File: config.mk
export PLATFORM = sky130hd
export DESIGN_NAME = cpu6_memarb
export DESIGN_NICKNAME = d
export VERILOG_FILES = /design/src/rtl/cpu6_memarb.sv
export SDC_FILE = /design/constraint.sdc
export NUM_CORES = 1
export LEC_CHECK = 0
export ABC_AREA = 1
export BUFFER_PORTS_ARGS = -buffer_cell sky130_fd_sc_hd__buf_2
export CAP_MARGIN = 20
export CELL_PAD_IN_SITES_DETAIL_PLACEMENT = 2
export CELL_PAD_IN_SITES_GLOBAL_PLACEMENT = 2
export CORE_UTILIZATION = 10
export CTS_CLUSTER_SIZE = 8
export DETAILED_ROUTE_END_ITERATION = 6
export GPL_ROUTABILITY_DRIVEN = 0
export PLACE_DENSITY = 0.9
export SKIP_LAST_GASP = 1
export SLEW_MARGIN = 15
export SYNTH_ARGS = -nofsm -noshare
export SYNTH_HDL_FRONTEND = slang
export SYNTH_SLANG_ARGS = --single-unit
export TNS_END_PERCENT = 5
File: constraint.sdc
create_clock -name clk -period 2 [get_ports clk]
set_input_delay 0.4 -clock clk [delete_from_list [all_inputs] [get_ports clk]]
set_output_delay 0.4 -clock clk [all_outputs]
set_load 0.05 [all_outputs]
File: src/rtl/cpu6_memarb.sv
// cpu6_memarb: shares one synchronous-read RAM port between data, fetch and external requesters.
// Optional starvation guard for the external master is built when CPU6_MEMARB_STARVE_EN is defined.
module cpu6_memarb #(
    parameter int AW         = 32,
    parameter int DW         = 32,
    parameter int STARVE_MAX = 8
) (
    input  logic          clk,
    input  logic          reset,
    input  logic          d_req,
    input  logic          f_req,
    input  logic          x_req,
    input  logic          d_we,
    input  logic          x_we,
    input  logic [AW-1:0] d_addr,
    input  logic [AW-1:0] f_addr,
    input  logic [AW-1:0] x_addr,
    input  logic [DW-1:0] d_wdata,
    input  logic [DW-1:0] x_wdata,
    input  logic          x_lock,
    output logic          d_gnt,
    output logic          f_gnt,
    output logic          x_gnt,
    output logic          d_rvalid,
    output logic          f_rvalid,
    output logic          x_rvalid,
    output logic [DW-1:0] rdata,
    output logic          mem_en,
    output logic          mem_we,
    output logic [AW-1:0] mem_addr,
    output logic [DW-1:0] mem_wdata,
    input  logic [DW-1:0] mem_rdata
);

    typedef enum logic [1:0] {
        SEL_NONE = 2'd0,
        SEL_D    = 2'd1,
        SEL_F    = 2'd2,
        SEL_X    = 2'd3
    } sel_t;

    typedef enum logic {
        UNLOCKED = 1'b0,
        LOCKED   = 1'b1
    } lock_t;

    sel_t  win_s;
    sel_t  rsel_r;
    sel_t  rsel_next_s;
    lock_t lock_r;
    lock_t lock_next_s;
    logic  starve_flag_s;

    // Winner selection; reset low masks every requester so nothing reaches the RAM.
    always_comb begin
        win_s = SEL_NONE;
        if (!reset) begin
            win_s = SEL_NONE;
        end else if (lock_r == LOCKED) begin
            if (x_req) begin
                win_s = SEL_X;
            end else begin
                win_s = SEL_NONE;
            end
        end else if (starve_flag_s && x_req) begin
            win_s = SEL_X;
        end else if (d_req) begin
            win_s = SEL_D;
        end else if (f_req) begin
            win_s = SEL_F;
        end else if (x_req) begin
            win_s = SEL_X;
        end else begin
            win_s = SEL_NONE;
        end
    end

    assign d_gnt  = (win_s == SEL_D);
    assign f_gnt  = (win_s == SEL_F);
    assign x_gnt  = (win_s == SEL_X);
    assign mem_en = (win_s != SEL_NONE);

    // RAM port mux; fetch is read-only so its write enable is pinned low.
    always_comb begin
        mem_we    = 1'b0;
        mem_addr  = {AW{1'b0}};
        mem_wdata = {DW{1'b0}};
        case (win_s)
            SEL_D: begin
                mem_we    = d_we;
                mem_addr  = d_addr;
                mem_wdata = d_wdata;
            end
            SEL_F: begin
                mem_we    = 1'b0;
                mem_addr  = f_addr;
                mem_wdata = {DW{1'b0}};
            end
            SEL_X: begin
                mem_we    = x_we;
                mem_addr  = x_addr;
                mem_wdata = x_wdata;
            end
            default: begin
                mem_we    = 1'b0;
                mem_addr  = {AW{1'b0}};
                mem_wdata = {DW{1'b0}};
            end
        endcase
    end

    // Remember who issued this cycle's read so the returning data can be tagged.
    always_comb begin
        rsel_next_s = SEL_NONE;
        if (mem_en && !mem_we) begin
            rsel_next_s = win_s;
        end else begin
            rsel_next_s = SEL_NONE;
        end
    end

    // Read-return tag register; clearing it on reset drops any in-flight read.
    always_ff @(posedge clk or negedge reset) begin
        if (!reset) begin
            rsel_r <= SEL_NONE;
        end else begin
            rsel_r <= rsel_next_s;
        end
    end

    assign d_rvalid = (rsel_r == SEL_D);
    assign f_rvalid = (rsel_r == SEL_F);
    assign x_rvalid = (rsel_r == SEL_X);
    assign rdata    = mem_rdata;

    // Lock next-state: external master holds the bus across x_lock beats.
    always_comb begin
        lock_next_s = lock_r;
        case (lock_r)
            UNLOCKED: begin
                if (x_gnt && x_lock) begin
                    lock_next_s = LOCKED;
                end else begin
                    lock_next_s = UNLOCKED;
                end
            end
            LOCKED: begin
                if (!x_req || (x_gnt && !x_lock)) begin
                    lock_next_s = UNLOCKED;
                end else begin
                    lock_next_s = LOCKED;
                end
            end
            default: begin
                lock_next_s = UNLOCKED;
            end
        endcase
    end

    // Lock state register.
    always_ff @(posedge clk or negedge reset) begin
        if (!reset) begin
            lock_r <= UNLOCKED;
        end else begin
            lock_r <= lock_next_s;
        end
    end

`ifdef CPU6_MEMARB_STARVE_EN
    localparam logic [7:0] STARVE_LIM = 8'(STARVE_MAX);

    logic [7:0] starve_cnt_r;
    logic [7:0] starve_cnt_next_s;

    // Count cycles the external master waits; saturate instead of wrapping.
    always_comb begin
        starve_cnt_next_s = starve_cnt_r;
        if (!x_req || x_gnt) begin
            starve_cnt_next_s = 8'd0;
        end else if (starve_cnt_r != STARVE_LIM) begin
            starve_cnt_next_s = starve_cnt_r + 8'd1;
        end else begin
            starve_cnt_next_s = starve_cnt_r;
        end
    end

    // Starvation counter register.
    always_ff @(posedge clk or negedge reset) begin
        if (!reset) begin
            starve_cnt_r <= 8'd0;
        end else begin
            starve_cnt_r <= starve_cnt_next_s;
        end
    end

    assign starve_flag_s = (starve_cnt_r == STARVE_LIM);
`else
    // Guard absent: pure fixed priority, the limit only keeps the parameter referenced.
    assign starve_flag_s = 1'b0 & (STARVE_MAX != 0);
`endif

endmodule

==> impl_summary.txt, run 1 <==
----------------------------------------------------
[Floorplanning]
  Placeable core region ... 16,500 um^2
  Floorplan die area ... 17,400 um^2
  Starting utilization of the core area ... 0.102
  Floorplan die width ... 132 um
  Number of rows in the core area ... 47
  Chip height ... 132 um
  Number of I/O pins ... 304

[Yosys]
  Main combinational cell family by area after synthesis ... simple AND/OR/NAND/NOR gates
  Count of unique library cells instantiated by Yosys ... 21
  Nets in the synthesized netlist ... 524
  Post-synthesis simple-gate area fraction ... 0.681
  Post-synthesis share of cell area spent on xor and xnor gates ... 0
  Syn_area_per_cell ... ~5.2 um^2
  EDFF count, synth ... 0
  Fraction of the mapped netlist area in adder cells ... 0
  Portion of netlist area occupied by mux cells ... 0
  Number of synthesized register bits ... 3
  Number of instances in the synthesized netlist ... ~320
  Fraction of the yosys area taken by sequential cells ... 0.0445
  Area fraction in compound gates after synthesis ... 0.00890
  Warning count from the yosys run ... 0
  Proportion of register bits with asynchronous set or reset after synthesis ... 1.00
  Most instantiated flip-flop cell in the synthesis netlist ... sky130_fd_sc_hd__dfrtp_1
  Post-synthesis cell area ... 1690 um^2

[Setup path]
  Worst path bufs/invs ... 3
  Stage delay of the slowest cell on the critical path ... 0.42 ns
  Critical path arrival ... 1.81 ns
  Setup slack of the worst register-to-register path ... 0.47 ns
  Kind of cell adding the most delay to the critical path ... buffers and inverters
  Dominant cell type by count on the critical path ... sky130_fd_sc_hd__nand2_1
  Start of the worst register-to-register path ... lock_r
  Crit Path Class ... flop to output port
  Reg-to-Reg End ... rsel_r[1]
  Element type at the critical path end ... output port
  R2R depth ... 9
  Worst path slowest cell ... sky130_fd_sc_hd__dfrtp_1
  Chain of cells forming the critical path ... nor2_1, o21ai_1, nand2_4, nor2_4, buf_12, clkbuf_16, nand2_1, nand2_1, buf_4
  Maximum fanout count along the critical path ... 9
  Data required, critical path ... 1.60 ns
  Crit start category ... flop

[Finish]
  Final antenna diode count ... 0
  Post-route cell area ... 3470 um^2
  Commonest cells after routing, fill and taps aside ... 175 x sky130_fd_sc_hd__buf_2, 130 x sky130_fd_sc_hd__nand2_1, 67 x sky130_fd_sc_hd__nand3_1
  Most common cell after layout, fill and taps aside ... sky130_fd_sc_hd__buf_2
  Fraction of layout cells with a size suffix above 1 ... 0.536
  Final cell count without fillers ... 755
  Post-layout utilization of the core ... 0.210
  Area Growth Syn to Fin ... 106%
  Net count, final ... 736

[Placed design]
  Placed cell areas ... 3020 um^2
  Count of input and output buffers ... 239
  Detailed Place HPWL ... 8760 um
  Placed cell count ... 742

[Clock tree]
  Number of clock sinks ... 3
  Htree depth ... 1
  Clock tree from TritonCTS ... done
  Maximum number of buffers from clock root to sink ... 2
  Root buffer cell ... sky130_fd_sc_hd__clkbuf_16
  Insertion delay of the later-clocked pin in the worst-skew pair ... 0.23 ns
  TritonCTS Buffers ... 3
  Clock-pin transition on the worst setup and hold timing paths ... 0.03 ns

[Power]
  Portion of total power attributed to combinational logic ... 0.791
  Total power density per cell area ... ~550 nW/um^2
  Share of total power in sequential cells ... 0.039
  P_int ... 850 uW
  Switching component of the power ... 1.04 mW
  Switching power as a share of total power ... 0.551
  Final total power ... 1.89 mW
  Fraction of power consumed by the clock network ... 0.170
  Max rail drop VDD ... 217 uV
  Leakage power of the design ... 1.96 nW

[STA]
  Count of endpoints failing hold in the final timing report ... 0
  Slew at the pin closest to its max-slew limit ... 0.307 ns
  Max Clock Skew ... 0.00196 ns
  Post-route setup slack ... -0.211 ns
  Final critical delay including setup and external delays ... ~2.2 ns
  WHS ... 0.0987 ns
  Count of final setup violators ... 69
  Peak Freq ... 0.452 GHz
  RSZ-0062 raised after global routing ... true
  Tightest slew margin relative to the limit ... 0.794
  Share of the clock period used by the worst path ... 1.11
  Max Transition Viols Final ... 0

[Drt]
  Post-Route WL ... 11,500 um
  First-pass iteration count of the detailed router ... 4
  Vias per inst ... between 4 and 5
  First-iteration detailed-routing DRC count ... 56
  Detail-routed net length per standard cell ... 15.3 um
  Post-detailed-route count of antenna-violating nets ... 0
  DRC viols ... 0
  DR vias ... roughly 3,100

[GRT]
  Overflow after GRT ... 0
  Vias in the first global route ... 3,318
  Pin count of the biggest net entering global routing ... 46
  Number of antenna violations at the first check in global routing ... 0
  Overall fraction of global-route tracks in use ... 0.118
  Global-route wire length before repair ... 16,400 um

[Job]
  Max capacitance violation total ... 0

[Run status]
  Status ... finished with violations
  Violated checks ... setup timing

[Worst hold path]
  Type of the most critical hold path ... input port to async pin

----------------------------------------------------
## state kept, by name (all words and copies together) (netlist names)
| register | cells |
|---|---|
| rsel_r | 2 |
| lock_r | 1 |
## final cells by class
class	count	area, um^2
clock buffer	4	78.8
fill	2054	13100
inverter	10	42.5
multi-input combinational	253	1200
sequential	3	75.1
tap	220	275
timing repair buffer	265	1800
## cell families after synthesis
| group | after synthesis |
|---|---|
| compound gates | 3 |
| buf+inv | 68 |
| flops | 3 |
| simple gates | 250 |
## layer usage
metal / vias to the layer above / global-route usage / routed length, um
met3: 21 / 0.0304 / 871
met1: 1451 / 0.109 / 4170
met5: - / 0 / 0
met4: 0 / 0.0368 / 310
li1: 1465 / - / -
met2: 186 / 0.244 / 6180
## repair_timing
action                                  in CTS  in global routing
endpoints found under the hold margin        0                  0
hold buffers                                 0                  0
resized for setup                           35                 64
pin swaps                                    1                  5
buffers inserted                             0                  4
cloned                                       0                  5
endpoints found under the setup margin      69                 69
## power by group through the flow
| stage | combinational (mW) | sequential, mW | clock, mW |
|---|---|---|---|
| after floorplan | 1.03 | 0.0724 | 0 |
| after global placement | 1.32 | 0.0738 | 0 |
| after detailed placement | 1.34 | 0.0749 | 0 |
| after CTS | 1.39 | 0.0741 | 0.325 |
| after global routing | 1.58 | 0.0748 | 0.329 |
| final | 1.50 | 0.0741 | 0.322 |
## worst reg2reg max path, cell delays in order, from the launching register on
cell                      delay (ns)
sky130_fd_sc_hd__dfrtp_1        0.42
sky130_fd_sc_hd__inv_2          0.10
sky130_fd_sc_hd__nand2_2        0.07
sky130_fd_sc_hd__nor2_4         0.23
sky130_fd_sc_hd__nor2_8         0.06
sky130_fd_sc_hd__buf_12         0.17
sky130_fd_sc_hd__nand3_1        0.10
sky130_fd_sc_hd__nand2_1        0.08
sky130_fd_sc_hd__buf_4          0.14
sky130_fd_sc_hd__nor2_1         0.08
## Yosys cell counts (2+ instances only)
library cell / n / area [um^2]
sky130_fd_sc_hd__nand2_2: 4 / 25.0
sky130_fd_sc_hd__nor2_1: 7 / 26.3
sky130_fd_sc_hd__dfrtp_1: 3 / 75.1
sky130_fd_sc_hd__nand4_1: 32 / 200
sky130_fd_sc_hd__inv_2: 3 / 11.3
sky130_fd_sc_hd__nand2_1: 135 / 507
sky130_fd_sc_hd__buf_6: 5 / 56.3
sky130_fd_sc_hd__buf_1: 2 / 7.51
sky130_fd_sc_hd__clkbuf_1: 3 / 11.3
sky130_fd_sc_hd__a21oi_1: 2 / 10.0
sky130_fd_sc_hd__nand3_1: 67 / 335
sky130_fd_sc_hd__inv_1: 6 / 22.5
sky130_fd_sc_hd__buf_2: 11 / 55.1
sky130_fd_sc_hd__buf_4: 37 / 278
## through the flow
stage	TNS [ns]	worst slack, ns
final	-10.05	-0.211
after global routing	-15.62	-0.291
after CTS	-10.08	-0.179
after detailed placement	-4.30	-0.115
after global placement	-1.86	-0.0813
after floorplan	0	0.00878
## worst max path at each step
stage | depth (start not counted) | slack [ns] | from | end
global route | 9 | -0.29 | lock_r | mem_wdata[25]
floorplan | 9 | 0.009 | x_req | mem_wdata[22]
CTS | 9 | -0.18 | lock_r | mem_wdata[3]
detailed placement | 11 | -0.11 | x_req | mem_wdata[11]
finish | 9 | -0.21 | lock_r | mem_wdata[25]
global placement | 11 | -0.08 | x_req | mem_wdata[11]
Power figures use the tool's default switching activity.
==> run 2: changes to the inputs <==
- PLACE_DENSITY: 0.9 -> 0.86
==> run 2 against run 1 <==
Net effect:
- the flow still finishes with violations (setup timing)
- register-to-register slack got worse by 0.07 ns
- global-route usage grew 2.2 points
- combinational power up 11%
- setup slack improved by 0.048 ns
- cell count rose by 2.1%
- die area is the same
- clock skew about the same
- wire length is 8.6% higher
- largest cell class unchanged
==> impl_summary.txt, run 2 (synthesis gave the netlist of run 1 again) <==
----------------------------------------------------
[Setup path]
  Start of the worst register-to-register path ... lock_r
  Data required, critical path ... 1.60 ns (about the same)
  Crit path launch ... lock_r
  Setup slack of the worst register-to-register path ... 0.40 ns (-0.07 ns)
  Element type at the critical path end ... output port
  Crit Path Class ... flop to output port
  Worst setup path endpoint ... mem_addr[9]
  Critical path arrival ... 1.76 ns (-0.05 ns)
  Crit start category ... flop
  Maximum fanout count along the critical path ... 19 (+10)
  Reg-to-Reg End ... rsel_r[1]
  R2R depth ... 10 (+1)

[Drt]
  Post-detailed-route count of antenna-violating nets ... 0 (unchanged)
  Highest metal layer with signal wires ... met4
  First-iteration detailed-routing DRC count ... 44 (-21%)
  First-pass iteration count of the detailed router ... 4 (unchanged)
  Met2 WL post-DR ... 6940 um (+12%)
  Routed metal-1 wire length ... 4370 um (+4.9%)
  DR vias ... 3,216 (+3.0%)
  DRC viols ... 0 (unchanged)
  Detail-routed net length per standard cell ... 16.2 um (+6.3%)
  Detail Route met3 WL ... 1020 um (+17%)
  Vias per inst ... 4.17 (+0.84%)
  Post-Route WL ... 12,500 um (+8.6%)

[STA]
  RSZ-0062 raised after global routing ... true
  Slew at the pin closest to its max-slew limit ... 0.253 ns (-0.0543 ns)
  Post-route setup slack ... -0.162 ns (+0.0483 ns)
  Max Transition Viols Final ... 0 (unchanged)
  Count of final setup violators ... 69 (unchanged)
  Count of endpoints failing hold in the final timing report ... 0 (unchanged)
  Max Clock Skew ... 0.00158 ns (-0.000386 ns)
  WHS ... 0.123 ns (+0.0248 ns)
  Final critical delay including setup and external delays ... 2.16 ns (-0.0483 ns)
  Peak Freq ... 0.462 GHz (+2.2%)
  Share of the clock period used by the worst path ... 1.08 (-0.0242)
  Tightest slew margin relative to the limit ... 0.831 (+0.0376)

[Floorplanning]
  Placeable core region ... 16,500 um^2 (unchanged)
  Starting utilization of the core area ... 0.102 (unchanged)
  Chip height ... 132 um (unchanged)
  Number of I/O pins ... 304 (unchanged)
  Number of rows in the core area ... 47 (unchanged)
  Floorplan die width ... 132 um (unchanged)
  Floorplan die area ... 17,400 um^2 (unchanged)

[GRT]
  Pin count of the biggest net entering global routing ... 33 (-28%)
  Global-route wire length before repair ... 19,100 um (+16%)
  Overflow after GRT ... 0 (unchanged)
  Vias in the first global route ... 3,591 (+8.2%)
  Number of antenna violations at the first check in global routing ... 1 (+1)
  Overall fraction of global-route tracks in use ... 0.139 (+0.0217)

[Finish]
  Flip-flop count of the largest register, all copies and words added ... 2 (unchanged)
  Post-route cell area ... 3850 um^2 (+11%)
  Fraction of layout cells with a size suffix above 1 ... 0.575 (+0.0389)
  Final cell count without fillers ... 771 (+2.1%)
  Commonest cells after routing, fill and taps aside ... 173 x sky130_fd_sc_hd__buf_2, 129 x sky130_fd_sc_hd__nand2_1, 57 x sky130_fd_sc_hd__nand3_1
  Final antenna diode count ... 0 (unchanged)
  Net count, final ... 752 (+2.2%)
  Most common cell after layout, fill and taps aside ... sky130_fd_sc_hd__buf_2
  Registers with the most flip-flops ... rsel_r (2), lock_r (1)
  Area Growth Syn to Fin ... 128%
  Largest reg by FF count ... rsel_r

[Placed design]
  Placed cell areas ... 3050 um^2 (+1.1%)
  Detailed Place HPWL ... 8990 um (+2.6%)
  Placed cell count ... 750 (+1.1%)
  Post-placement setup slack ... -0.126 ns (-0.0113 ns)
  Count of input and output buffers ... 239 (unchanged)

[Clock tree]
  Htree depth ... 1 (unchanged)
  Clock-pin transition on the worst setup and hold timing paths ... 0.03 ns (about the same)
  Maximum number of buffers from clock root to sink ... 2 (unchanged)
  Number of clock sinks ... 3 (unchanged)
  Insertion delay of the later-clocked pin in the worst-skew pair ... 0.22 ns (about the same)
  Root buffer cell ... sky130_fd_sc_hd__clkbuf_16
  TritonCTS Buffers ... 3 (unchanged)
  Clock tree from TritonCTS ... done

[Power]
  Max rail drop VDD ... 221 uV (+1.9%)
  Final total power ... 2.06 mW (+8.8%)
  Leakage power of the design ... 2.17 nW (+10%)
  Total power density per cell area ... 534 nW/um^2 (-2.1%)

[Job]
  Max capacitance violation total ... 0 (unchanged)

[Run status]
  Violated checks ... setup timing
  Status ... finished with violations

[Worst hold path]
  Type of the most critical hold path ... input port to async pin

----------------------------------------------------
run 2: cell count changes in the layout (fill, tap and decap cells not counted), sizes merged:
cell    previous run  this run
inv               10         9
clkinv             0         1
clkbuf            18         5
buf              251       280
run 2: power by group:
part / switching [mW] / internal [mW] / total [mW] / leakage (nW)
registers: 0.00840 / 0.0676 / 0.0760 / 0.0379
clock network: 0.0499 / 0.263 / 0.312 / 0.0382
logic: 1.03 / 0.636 / 1.67 / 2.09
total: 1.09 / 0.966 / 2.06 / 2.17
run 2: layout make-up:
type	count	area, um^2
well taps	220	275
inverters	10	55.1
repair buffers	281	2090
flip-flops and latches	3	76.3
multi-input cells	253	1280
clock buffers	4	78.8
fillers	1998	12700
run 2: stage by stage:
step,utilization,TNS [ns]
finish,0.233,-8.61
global route,0.233,-14.30
CTS,0.228,-8.97
detailed placement,0.185,-4.45
global placement,0.185,-0.734
floorplan,-,0
run 2: worst min-delay path by stage:
| stage | start | end | cells after the start |
|---|---|---|---|
| 2_1_floorplan | reset | lock_r | 0 |
| 3_3_place_gp | reset | lock_r | 2 |
| 3_5_place_dp | reset | rsel_r[0] | 2 |
| 4_1_cts | reset | lock_r | 2 |
| 5_1_grt | reset | lock_r | 2 |
| 6_report | reset | lock_r | 2 |
run 2: what timing repair did:
| item | 4_1_cts | 5_1_grt |
|---|---|---|
| setup buffers | 12 | 0 |
| pin swaps | 7 | 4 |
| resized for setup | 132 | 19 |
| setup endpoints to repair | 69 | 69 |
| cloned | 5 | 1 |
| hold buffers | 0 | 0 |
run 2: routing by layer:
layer / GRT usage / up-vias
met4: 0.0329 / 0
li1: - / 1502
met5: 0 / -
met2: 0.289 / 186
met1: 0.135 / 1510
met3: 0.0338 / 18
run 2: critical path: stages, from the launching register on:
cell and delay [ns]:
sky130_fd_sc_hd__dfrtp_2 0.45, sky130_fd_sc_hd__inv_4 0.11, sky130_fd_sc_hd__nand2_4 0.06, sky130_fd_sc_hd__nor2_4 0.20, sky130_fd_sc_hd__nor2_8 0.07, sky130_fd_sc_hd__buf_12 0.13
sky130_fd_sc_hd__buf_12 0.14, sky130_fd_sc_hd__nand3_1 0.07, sky130_fd_sc_hd__nand3_1 0.09, sky130_fd_sc_hd__buf_4 0.20
